## config.mk

```make
export PLATFORM = sky130hd
export DESIGN_NAME = debounce_fsm
export DESIGN_NICKNAME = d
export VERILOG_FILES = /design/src/rtl/debounce_fsm_pkg.sv /design/src/rtl/debounce_fsm_sync_ff.sv /design/src/rtl/debounce_fsm.sv
export SDC_FILE = /design/constraint.sdc
export NUM_CORES = 1
export LEC_CHECK = 0
export ABC_AREA = 1
export BUFFER_PORTS_ARGS = -buffer_cell sky130_fd_sc_hd__buf_4
export CORE_AREA = 2 2 39 41
export DETAILED_ROUTE_END_ITERATION = 10
export DIE_AREA = 0 0 41 43
export SYNTH_ARGS = -nofsm -noshare
export SYNTH_HDL_FRONTEND = slang
export SYNTH_SLANG_ARGS = --single-unit
```

## constraint.sdc

```tcl
create_clock -name clk -period 1.5 [get_ports clk]
set_clock_uncertainty 0.05 [all_clocks]
set_input_delay 0.075 -clock clk [delete_from_list [all_inputs] [get_ports clk]]
set_output_delay 0.075 -clock clk [all_outputs]
set_load 0.02 [all_outputs]
```

## src/rtl/debounce_fsm_pkg.sv

```systemverilog
// Shared state encoding and default parameters for the switch debouncer.
package debounce_fsm_pkg;

    localparam int DEFAULT_STABLE_TICKS = 3;
    localparam int DEFAULT_SYNC_STAGES  = 2;

    typedef enum logic [1:0] {
        ZERO  = 2'b00,
        WAIT1 = 2'b01,
        ONE   = 2'b10,
        WAIT0 = 2'b11
    } db_state_e;

    // Committed level seen by the outside world while in a given state.
    function automatic logic state_level(input db_state_e s);
        return (s == ONE) || (s == WAIT0);
    endfunction

endpackage

```

## src/rtl/debounce_fsm_sync_ff.sv

```systemverilog
// Multi-stage synchronizer for an asynchronous single-bit input; latency STAGES clk.
module sync_ff #(
    parameter int STAGES = 2
) (
    input  logic clk,
    input  logic reset,
    input  logic d,
    output logic q
);

    logic [STAGES-1:0] sr_q;

    always_ff @(posedge clk) begin
        if (!reset) begin
            sr_q <= '0;
        end else begin
            sr_q <= {sr_q[STAGES-2:0], d};
        end
    end

    assign q = sr_q[STAGES-1];

endmodule

```

## src/rtl/debounce_fsm.sv

```systemverilog
// Debounces one raw switch into a clean level plus 1-clk rise/fall pulses.
// Latency: SYNC_STAGES clk plus (STABLE_TICKS-1..STABLE_TICKS) tick periods; no backpressure.
module debounce_fsm
    import debounce_fsm_pkg::*;
#(
    parameter int STABLE_TICKS = DEFAULT_STABLE_TICKS,
    parameter int SYNC_STAGES  = DEFAULT_SYNC_STAGES
) (
    input  logic clk,
    input  logic reset,
    input  logic tick,
    input  logic btn_in,
    output logic db_lvl,
    output logic db_rise,
    output logic db_fall
);

    localparam int                CNT_W    = $clog2(STABLE_TICKS + 1);
    localparam logic [CNT_W-1:0] CNT_LAST = CNT_W'(STABLE_TICKS - 1);

    logic             btn_s;
    db_state_e        state_q, state_d;
    logic [CNT_W-1:0] cnt_q, cnt_d;
    logic             lvl_q, lvl_d;
    logic             rise_q, rise_d;
    logic             fall_q, fall_d;

    sync_ff #(.STAGES(SYNC_STAGES)) u_sync (
        .clk   (clk),
        .reset (reset),
        .d     (btn_in),
        .q     (btn_s)
    );

    always_ff @(posedge clk) begin
        if (!reset) begin
            state_q <= ZERO;
            cnt_q   <= '0;
            lvl_q   <= 1'b0;
            rise_q  <= 1'b0;
            fall_q  <= 1'b0;
        end else begin
            state_q <= state_d;
            cnt_q   <= cnt_d;
            lvl_q   <= lvl_d;
            rise_q  <= rise_d;
            fall_q  <= fall_d;
        end
    end

    // A disagreeing btn_s aborts the window even on a tick cycle.
    always_comb begin
        state_d = state_q;
        cnt_d   = cnt_q;
        rise_d  = 1'b0;
        fall_d  = 1'b0;
        case (state_q)
            ZERO: begin
                if (btn_s) begin
                    state_d = WAIT1;
                    cnt_d   = '0;
                end
            end
            WAIT1: begin
                if (!btn_s) begin
                    state_d = ZERO;
                end else if (tick) begin
                    if (cnt_q == CNT_LAST) begin
                        state_d = ONE;
                        rise_d  = 1'b1;
                    end else begin
                        cnt_d = cnt_q + CNT_W'(1);
                    end
                end
            end
            ONE: begin
                if (!btn_s) begin
                    state_d = WAIT0;
                    cnt_d   = '0;
                end
            end
            WAIT0: begin
                if (btn_s) begin
                    state_d = ONE;
                end else if (tick) begin
                    if (cnt_q == CNT_LAST) begin
                        state_d = ZERO;
                        fall_d  = 1'b1;
                    end else begin
                        cnt_d = cnt_q + CNT_W'(1);
                    end
                end
            end
            default: begin
                state_d = ZERO;
                cnt_d   = '0;
            end
        endcase
        lvl_d = state_level(state_d);
    end

    assign db_lvl  = lvl_q;
    assign db_rise = rise_q;
    assign db_fall = fall_q;

endmodule

```

# Word level (Yosys, flattened, before mapping)
# Index checks and enable logic that the tools add are counted.
[classes]
n_eq_ne = 10
n_reduce_logical = 5
muxes = 18
add_sub_neg = 1
bitwise_logic = 2
[ops]
columns = ["operator", "n"]
rows = [
  ["$mux 2", 14],
  ["$pmux 2 s4", 2],
  ["$eq 2x2->1 const B", 5],
  ["$ne 2x1->1 const B", 2],
  ["$ne 2x2->1 const B", 2],
  ["$reduce_and 4->1", 1],
  ["$reduce_and 3->1", 1],
  ["$reduce_or 3->1", 1],
  ["$add 2x1->2 const B", 1],
  ["$eq 2x1->1 const B", 1],
  ["$logic_not 2->1", 1],
  ["$mux 1", 2],
  ["$not 1->1", 2],
  ["$logic_or 1x1->1", 1],
]
[word_totals]
elab_cells = 42
reg_bits = 9
inputBits = 4
output_inout_bits = 3

# Longest topological paths before layout
# Gate-level depths: netlist of run 1.
[depth]
word_depth = 7
ltp_mapped = 8
depth_no_buf = 8

# Cells and area by module
# A second synthesis of run 1 with hierarchy kept.
[unflattened]
cells_unflattened = 42
area_unflattened_um2 = 337.8
[by_module_without_submodules]
columns = ["mod", "instances", "area_per_inst_um2", "seq_area_each_um2", "cells_per_inst"]
rows = [
  ["debounce_fsm", 1, 282.8, 140.1, 36],
  ["sync_ff", 1, 55.1, 40.0, 6],
]

# Least setup slack after synthesis of run 1
# Ideal clock, no wire load.
[synth_timing]
path_type = "register to register"
start = "register cnt_q[0]"
end = "register cnt_q[0]"
setup_slack_ps = 458
stages_incl_launch_ff = 9
required_time_ps = 1335
period_less_slack_ps = 1042
setup_ps = 115
arrival_time_ps = 877
path_buffers = 0
path_cell_list = "dfxtp_1 -> inv_1 -> ha_1 -> inv_1 -> nand2_1 -> nand2_2 -> nand3_1 -> nand2_1 -> nor2_1"
[synth_via]
elab_chain_cells = 5
elab_cells_between_ends = 7
classes_between = "add/sub: 1; eq/ne: 1; mux: 5"
[synth_rtl]
columns = ["element", "line", "source"]
rows = [
  ["start, declared", "debounce_fsm.sv:23", "logic [CNT_W-1:0] cnt_q, cnt_d;"],
  ["start signal, assigned", "debounce_fsm.sv:44", "cnt_q <= cnt_d;"],
  ["$add 2x1->2 / $eq 2x2->1 (equally long branches)", "n/a", ""],
  ["$mux 2", "debounce_fsm.sv:68, debounce_fsm.sv:86", ""],
  ["$mux 2 *", "debounce_fsm.sv:67", "end else if (tick) begin"],
  ["$mux 2 (on tied branches)", "debounce_fsm.sv:83, debounce_fsm.sv:65", ""],
  ["$pmux 2 s4 *", "debounce_fsm.sv:57", "case (state_q)"],
]
# Every way passes the cells marked *; elsewhere a longest branch is shown, timed or not. The select of a mux whose other input is x is not followed.
# A chain may end at the register's enable or synchronous reset.

# Worst setup path after layout of run 1
# Same ends and word-level chain as after synthesis.

==> results of run 1 <==
cell type report:
| type | count | area [sq um] |
|---|---|---|
| Inverter | 7 | 26.3 |
| Timing Repair Buffer | 7 | 55.1 |
| Sequential cell | 9 | 180 |
| Fill cell | 153 | 943 |
| Multi-Input combinational cell | 26 | 131 |
| Clock inverter | 1 | 5.00 |
| Clock buffer | 3 | 22.5 |
| Tap cell | 16 | 20.0 |
flip-flops by register name, summed over array words and instances, names as in the netlist:
name and flops:
cnt_q 2, state_q 2, u_sync.sr_q 2, db_fall 1, db_lvl 1, db_rise 1
cells in the final DEF (no fill, tap or decap):
master	n
nand3_1	3
a21oi_1	3
inv_1	6
ha_1	1
clkbuf_4	3
nand2_2	4
buf_4	6
dfxtp_1	9
clkinv_2	1
nand2_1	8
dlygate4sd3_1	1
nor2_1	4
o22ai_1	2
nand4_1	1
inv_2	1
tightest hold or removal path, stage by stage:
cell and delay [ns]:
buf_4 0.12, nand2_1 0.05, inv_1 0.04
where the power goes:
part           internal [mW]  total, mW  leakage [nW]  switching [mW]
sequential             0.245      0.249        0.0732         0.00373
clock                 0.0982      0.183        0.0177          0.0852
combinational         0.0156     0.0328         0.113          0.0172
total                  0.359      0.465         0.204           0.106
worst paths after layout:
check,to,slack (ns),from
min reg2reg,u_sync.sr_q[1],0.37,u_sync.sr_q[0]
max reg2reg,cnt_q[0],0.35,cnt_q[0]
min,u_sync.sr_q[0],-0.0005,reset
max,cnt_q[0],0.35,cnt_q[0]
timing repair:
action                                  4_1_cts  5_1_grt
endpoints found under the hold margin         1        0
endpoints found under the setup margin        0        0
resized for setup                             0        0
hold buffers                                  1        0
metal layers:
metal  vias to the layer above  global-route usage [%]
met5                         -                       0
met2                         6                    12.5
met1                       131                    9.71
li1                        156                       -
met4                         0                    6.00
met3                         2                    3.14
cells by family after synthesis:
group / after synthesis / synth area share, %
simple gates: 20 / 27.0
fa+ha+maj: 1 / 3.70
buf+inv: 7 / 7.78
flops: 9 / 53.3
compound gates: 5 / 8.15
==> flow_metrics.py, run 1 <==
metrics = {
    "status": {
        "status": "finished with violations",
        "failed_checks": "negative hold slack",
    },
    "worst_setup_path": {
        "crit_cells": 8,
        "cp.arrival_ns": 1.25,
        "critPathRequiredTime_ns": 1.60,
        "crit_type": "reg -> reg",
        "path_buf_inv": 2,
        "path_max_fanout": 4,
        "crit_family": "flip-flops",
        "cpMaxStageDelayCell": "dfxtp_1",
        "reg2regPathDepth": 8,
        "path_cells": "inv_1 -> ha_1 -> inv_1 -> nand2_1 -> nand2_2 -> nand3_1 -> nand2_1 -> nor2_1",
        "critPathCaptureType": "register",
        "max_stage_delay_ns": 0.34,
        "worst_setup_path_start_kind": "register",
    },
    "finish": {
        "drive_above_1_share_pct": 28.3,
        "stdcell_count": 69,
        "finalCoreUtilization_pct": 31.8,
        "layout.nets": 59,
        "final_area_sq_um": 440,
        "area_growth_syn_to_layout_pct": 30.4,
        "antenna_cells": 0,
    },
    "power": {
        "power_uw": 465,
        "powerDensity_nw_per_um2": 1060,
        "p_leak_nw": 0.204,
        "irDropWorstVdd_mv": 0.300,
    },
    "detailed_routing": {
        "dr.max_layer_used": "met4",
        "wl_met3_um": 16,
        "first_pass_iters": 3,
        "drtIter0Drc": 7,
        "drc_errors": 0,
        "postRouteAntennaNets": 0,
        "met2_length_um": 263,
        "avgRoutedWirePerCell_um": 7.90,
        "drt-total-wl_um": 545,
        "via_count": 295,
        "viasPerCell": 4.28,
        "wl_met1_um": 256,
    },
    "logic_synthesis": {
        "synth_top_area_share_pct": 53.3,
        "syn_inst": 42,
        "synth.area.top_cells": "dfxtp_1 (53%), nand2_1 (8.9%), nand2_2 (7.4%)",
        "ys_seq_area_share_pct": 53.3,
        "synth.net_count": 47,
        "yosys-top-cells-count": "dfxtp_1 (9), nand2_1 (8), inv_1 (6)",
        "yosysUniqueCellTypes": 11,
        "syn_area_per_cell_sq_um": 8.04,
        "synth_seq_cells": 9,
        "synth_edf_count": 0,
        "yosysMostFrequentCell": "dfxtp_1",
        "synthesis.area_sq_um": 338,
        "ys_warn_count": 0,
        "yosysTopAreaCell": "dfxtp_1",
        "yosys_most_used_dff": "dfxtp_1",
        "postSynth.asyncResetShare_pct": 0,
    },
    "sta": {
        "worst_pin_slew_ns": 0.184,
        "finalWorstSetupSlack_ns": 0.354,
        "setup_viol": 0,
        "finalHoldViolations": 1,
        "slew_headroom_pct": 87.7,
        "fin_setup_tns_ns": 0,
        "fmax_mhz": 872,
        "period_needed_ns": 1.15,
        "holdWs_ns": -0.000480,
        "maxSlewViolCount": 0,
        "rsz0062_at_grt": "no",
        "min_period_over_period_pct": 76.4,
    },
    "die": {
        "std_cell_rows": 14,
        "core_sq_um": 1380,
        "die_h_um": 43,
        "io_pins": 7,
        "die_x_um": 41,
        "die_area_sq_um": 1760,
        "start_util_pct": 24.4,
    },
    "flow_run": {
        "max_cap_viol_count": 0,
    },
    "clock_network": {
        "clkSinkCount": 9,
        "cts_tree": "built",
        "cts-root-buf": "clkbuf_4",
        "cts_buffers": 3,
        "cts_buffer_depth": 2,
        "clkLatencyLatePin_ns": 0.25,
        "clk_pin_slew_ns": 0.06,
        "post_cts_buffers": 0,
        "htree_levels": 1,
    },
    "placement": {
        "place.gp.congestion": 0.693,
        "dp_slack_ns": 0.373,
        "port_buffers": 6,
        "placed_cell_area_sq_um": 403,
        "dp_hpwl_um": 439,
        "dp_cells": 64,
    },
    "min_path": {
        "min_path_cells": 3,
        "min_path_type": "in -> reg",
    },
    "global_route": {
        "first_global_vias": 272,
        "grt.total_usage_pct": 8.55,
        "grt_max_degree": 7,
        "grt_pass1_wl_um": 993,
        "antenna_found_initial": 0,
        "grt.overflow.total": 0,
    },
}
No activity file was read; power rests on OpenSTA's default activity.
==> run 2: changes to the inputs <==
==> constraint.sdc (replaced) <==
create_clock -name clk -period 1 [get_ports clk]
set_clock_uncertainty 0.05 [all_clocks]
set_input_delay 0.05 -clock clk [delete_from_list [all_inputs] [get_ports clk]]
set_output_delay 0.05 -clock clk [all_outputs]
set_load 0.02 [all_outputs]
==> run 2 against run 1 <==
Against the previous run:
- the run ends with negative setup slack left
- first-iteration DRC count is 86% lower
- clock-buffer cell count is 1 higher
- utilization is 5.2 points higher
- via count is 4.4% higher
- non-clock buffer count is 3 higher
- register-to-register slack worse by 0.39 ns
- critical path type unchanged
- largest cell class unchanged
- highest routed layer unchanged
==> flow_metrics.py, run 2 (synthesis results as in run 1) <==
metrics = {
    "status": {
        "failed_checks": "negative setup slack",
        "status": "finished with violations",
    },
    "sta": {
        "period_needed_ns": 1.04,
        "worst_pin_slew_ns": 0.184,
        "fin_setup_tns_ns": -0.0669,
        "setup_viol": 2,
        "rsz0062_at_grt": "yes",
        "slew_headroom_pct": 87.7,
        "fmax_mhz": 964,
        "holdWs_ns": 0.0870,
        "finalWorstSetupSlack_ns": -0.0369,
        "maxSlewViolCount": 0,
        "finalHoldViolations": 0,
        "min_period_over_period_pct": 104,
    },
    "power": {
        "combinationalPowerShare_pct": 10.6,
        "p_leak_nw": 0.227,
        "switching_share_pct": 22.4,
        "powerDensity_nw_per_um2": 1410,
        "p_seq_share_pct": 52.0,
        "clkPwrFrac_pct": 37.4,
        "p_int_uw": 562,
        "irDropWorstVdd_mv": 0.878,
        "power_switching_uw": 162,
        "power_uw": 725,
    },
    "worst_setup_path": {
        "critPathRequiredTime_ns": 1.10,
        "cp.arrival_ns": 1.13,
        "crit_type": "reg -> reg",
        "r2r_start": "cnt_q[0]",
        "critPathCaptureType": "register",
        "worst_setup_path_start_kind": "register",
        "rrSetupSlack_ns": -0.04,
        "path_max_fanout": 4,
        "rr_endpoint": "cnt_q[0]",
        "reg2regPathDepth": 8,
    },
    "finish": {
        "top_regs": "cnt_q (2), state_q (2), u_sync.sr_q (2)",
        "drive_above_1_share_pct": 55.4,
        "layout_common_cells": "buf_4 (8), nand2_2 (6), dfxtp_1 (6)",
        "antenna_cells": 0,
        "finalCoreUtilization_pct": 37.1,
        "stdcell_count": 72,
        "area_growth_syn_to_layout_pct": 51.9,
        "layout.nets": 62,
        "final_common_cell": "buf_4",
    },
    "global_route": {
        "grt.total_usage_pct": 10.0,
        "grt_pass1_wl_mm": 1.06,
        "antenna_found_initial": 0,
        "first_global_vias": 268,
        "grt.overflow.total": 0,
        "grt_max_degree": 7,
    },
    "die": {
        "die_x_um": 41,
        "die_area_sq_um": 1760,
        "std_cell_rows": 14,
        "io_pins": 7,
        "die_h_um": 43,
        "start_util_pct": 24.4,
        "core_sq_um": 1380,
    },
    "min_path": {
        "min_path_type": "in -> reg",
        "hold-path-endpoint": "state_q[0]",
        "min_path_cells": 4,
        "min_from": "tick",
    },
    "detailed_routing": {
        "first_pass_iters": 3,
        "viasPerCell": 4.28,
        "avgRoutedWirePerCell_um": 8.69,
        "via_count": 308,
        "drtIter0Drc": 1,
        "postRouteAntennaNets": 0,
        "drc_errors": 0,
        "drt-total-wl_um": 626,
    },
    "clock_network": {
        "htree_levels": 1,
        "clk_pin_slew_ns": 0.06,
        "clkSinkCount": 9,
        "cts_buffers": 3,
        "cts-root-buf": "clkbuf_4",
        "cts_tree": "built",
        "clkLatencyLatePin_ns": 0.26,
        "cts_buffer_depth": 2,
    },
    "placement": {
        "place.gp.congestion": 0.808,
        "port_buffers": 6,
        "dp_hpwl_um": 409,
        "dp_cells": 64,
    },
    "flow_run": {
        "max_cap_viol_count": 0,
    },
}
==> run 2: cell count changes in the layout (fill, tap and decap cells not counted), moves of 3 or more <==
cell	delta
dfxtp_1	-3
inv_1	-3
inv_2	+3
dfxtp_2	+3
nand2_1	-3
==> run 2: worst max-delay path, cell delays in order (launching register included) <==
cell,delay [ns]
dfxtp_2,0.33
inv_2,0.05
ha_4,0.16
inv_2,0.04
nand2_2,0.05
nand2_4,0.08
nand3_2,0.07
nand2_2,0.07
nor2_2,0.04
==> run 2: how the worst max path moves through the flow <==
| stage | slack (ns) | end | start | cells past startpoint |
|---|---|---|---|---|
| 6_report | -0.04 | cnt_q[0] | cnt_q[0] | 8 |
| 5_1_grt | -0.09 | cnt_q[0] | cnt_q[0] | 8 |
| 4_1_cts | -0.03 | cnt_q[0] | cnt_q[0] | 8 |
| 3_5_place_dp | -0.03 | cnt_q[1] | cnt_q[1] | 6 |
| 3_3_place_gp | -0.04 | cnt_q[1] | cnt_q[1] | 6 |
| 2_1_floorplan | 0.01 | cnt_q[1] | cnt_q[1] | 6 |
==> run 2: power groups by stage <==
stage	Clock (mW)	Combinational, mW	Sequential, mW
after global placement	0	0.0478	0.383
after floorplan	0	0.0316	0.382
after global routing	0.308	0.0849	0.377
after detailed placement	0	0.0496	0.383
after CTS	0.286	0.0703	0.376
final	0.271	0.0768	0.377
==> run 2: layout make-up <==
class                      instances  area [sq um]
clock buffer                       4          26.3
timing repair buffer              10          80.1
sequential                         9           184
multi-input combinational         26           176
inverter                           7          26.3
tap                               16          20.0
fill                             154           871
==> run 2: repair_timing <==
item                                    4_1_cts  5_1_grt
setup buffers                                 1        1
gates resized for setup                      10        3
gates cloned                                  0        0
pin swaps                                     8        6
endpoints found under the hold margin         3        0
hold buffers                                  2        0
endpoints found under the setup margin        2        6
==> run 2: per-layer routing <==
metal | GRT usage, % | share of wire, % | up-vias
met2 | 11.9 | 46 | 8
met4 | 8.00 | 1.3 | 0
li1 | - | - | 163
met5 | 0 | 0 | -
met3 | 9.42 | 6.7 | 2
met1 | 10.2 | 45 | 135
==> run 2: per-stage QoR <==
step / worst slack (ns) / area [sq um]
3_3_place_gp: -0.0367 / 417
4_1_cts: -0.0269 / 499
2_1_floorplan: 0.0118 / 352
6_report: -0.0369 / 513
5_1_grt: -0.0911 / 513
3_5_place_dp: -0.0317 / 417
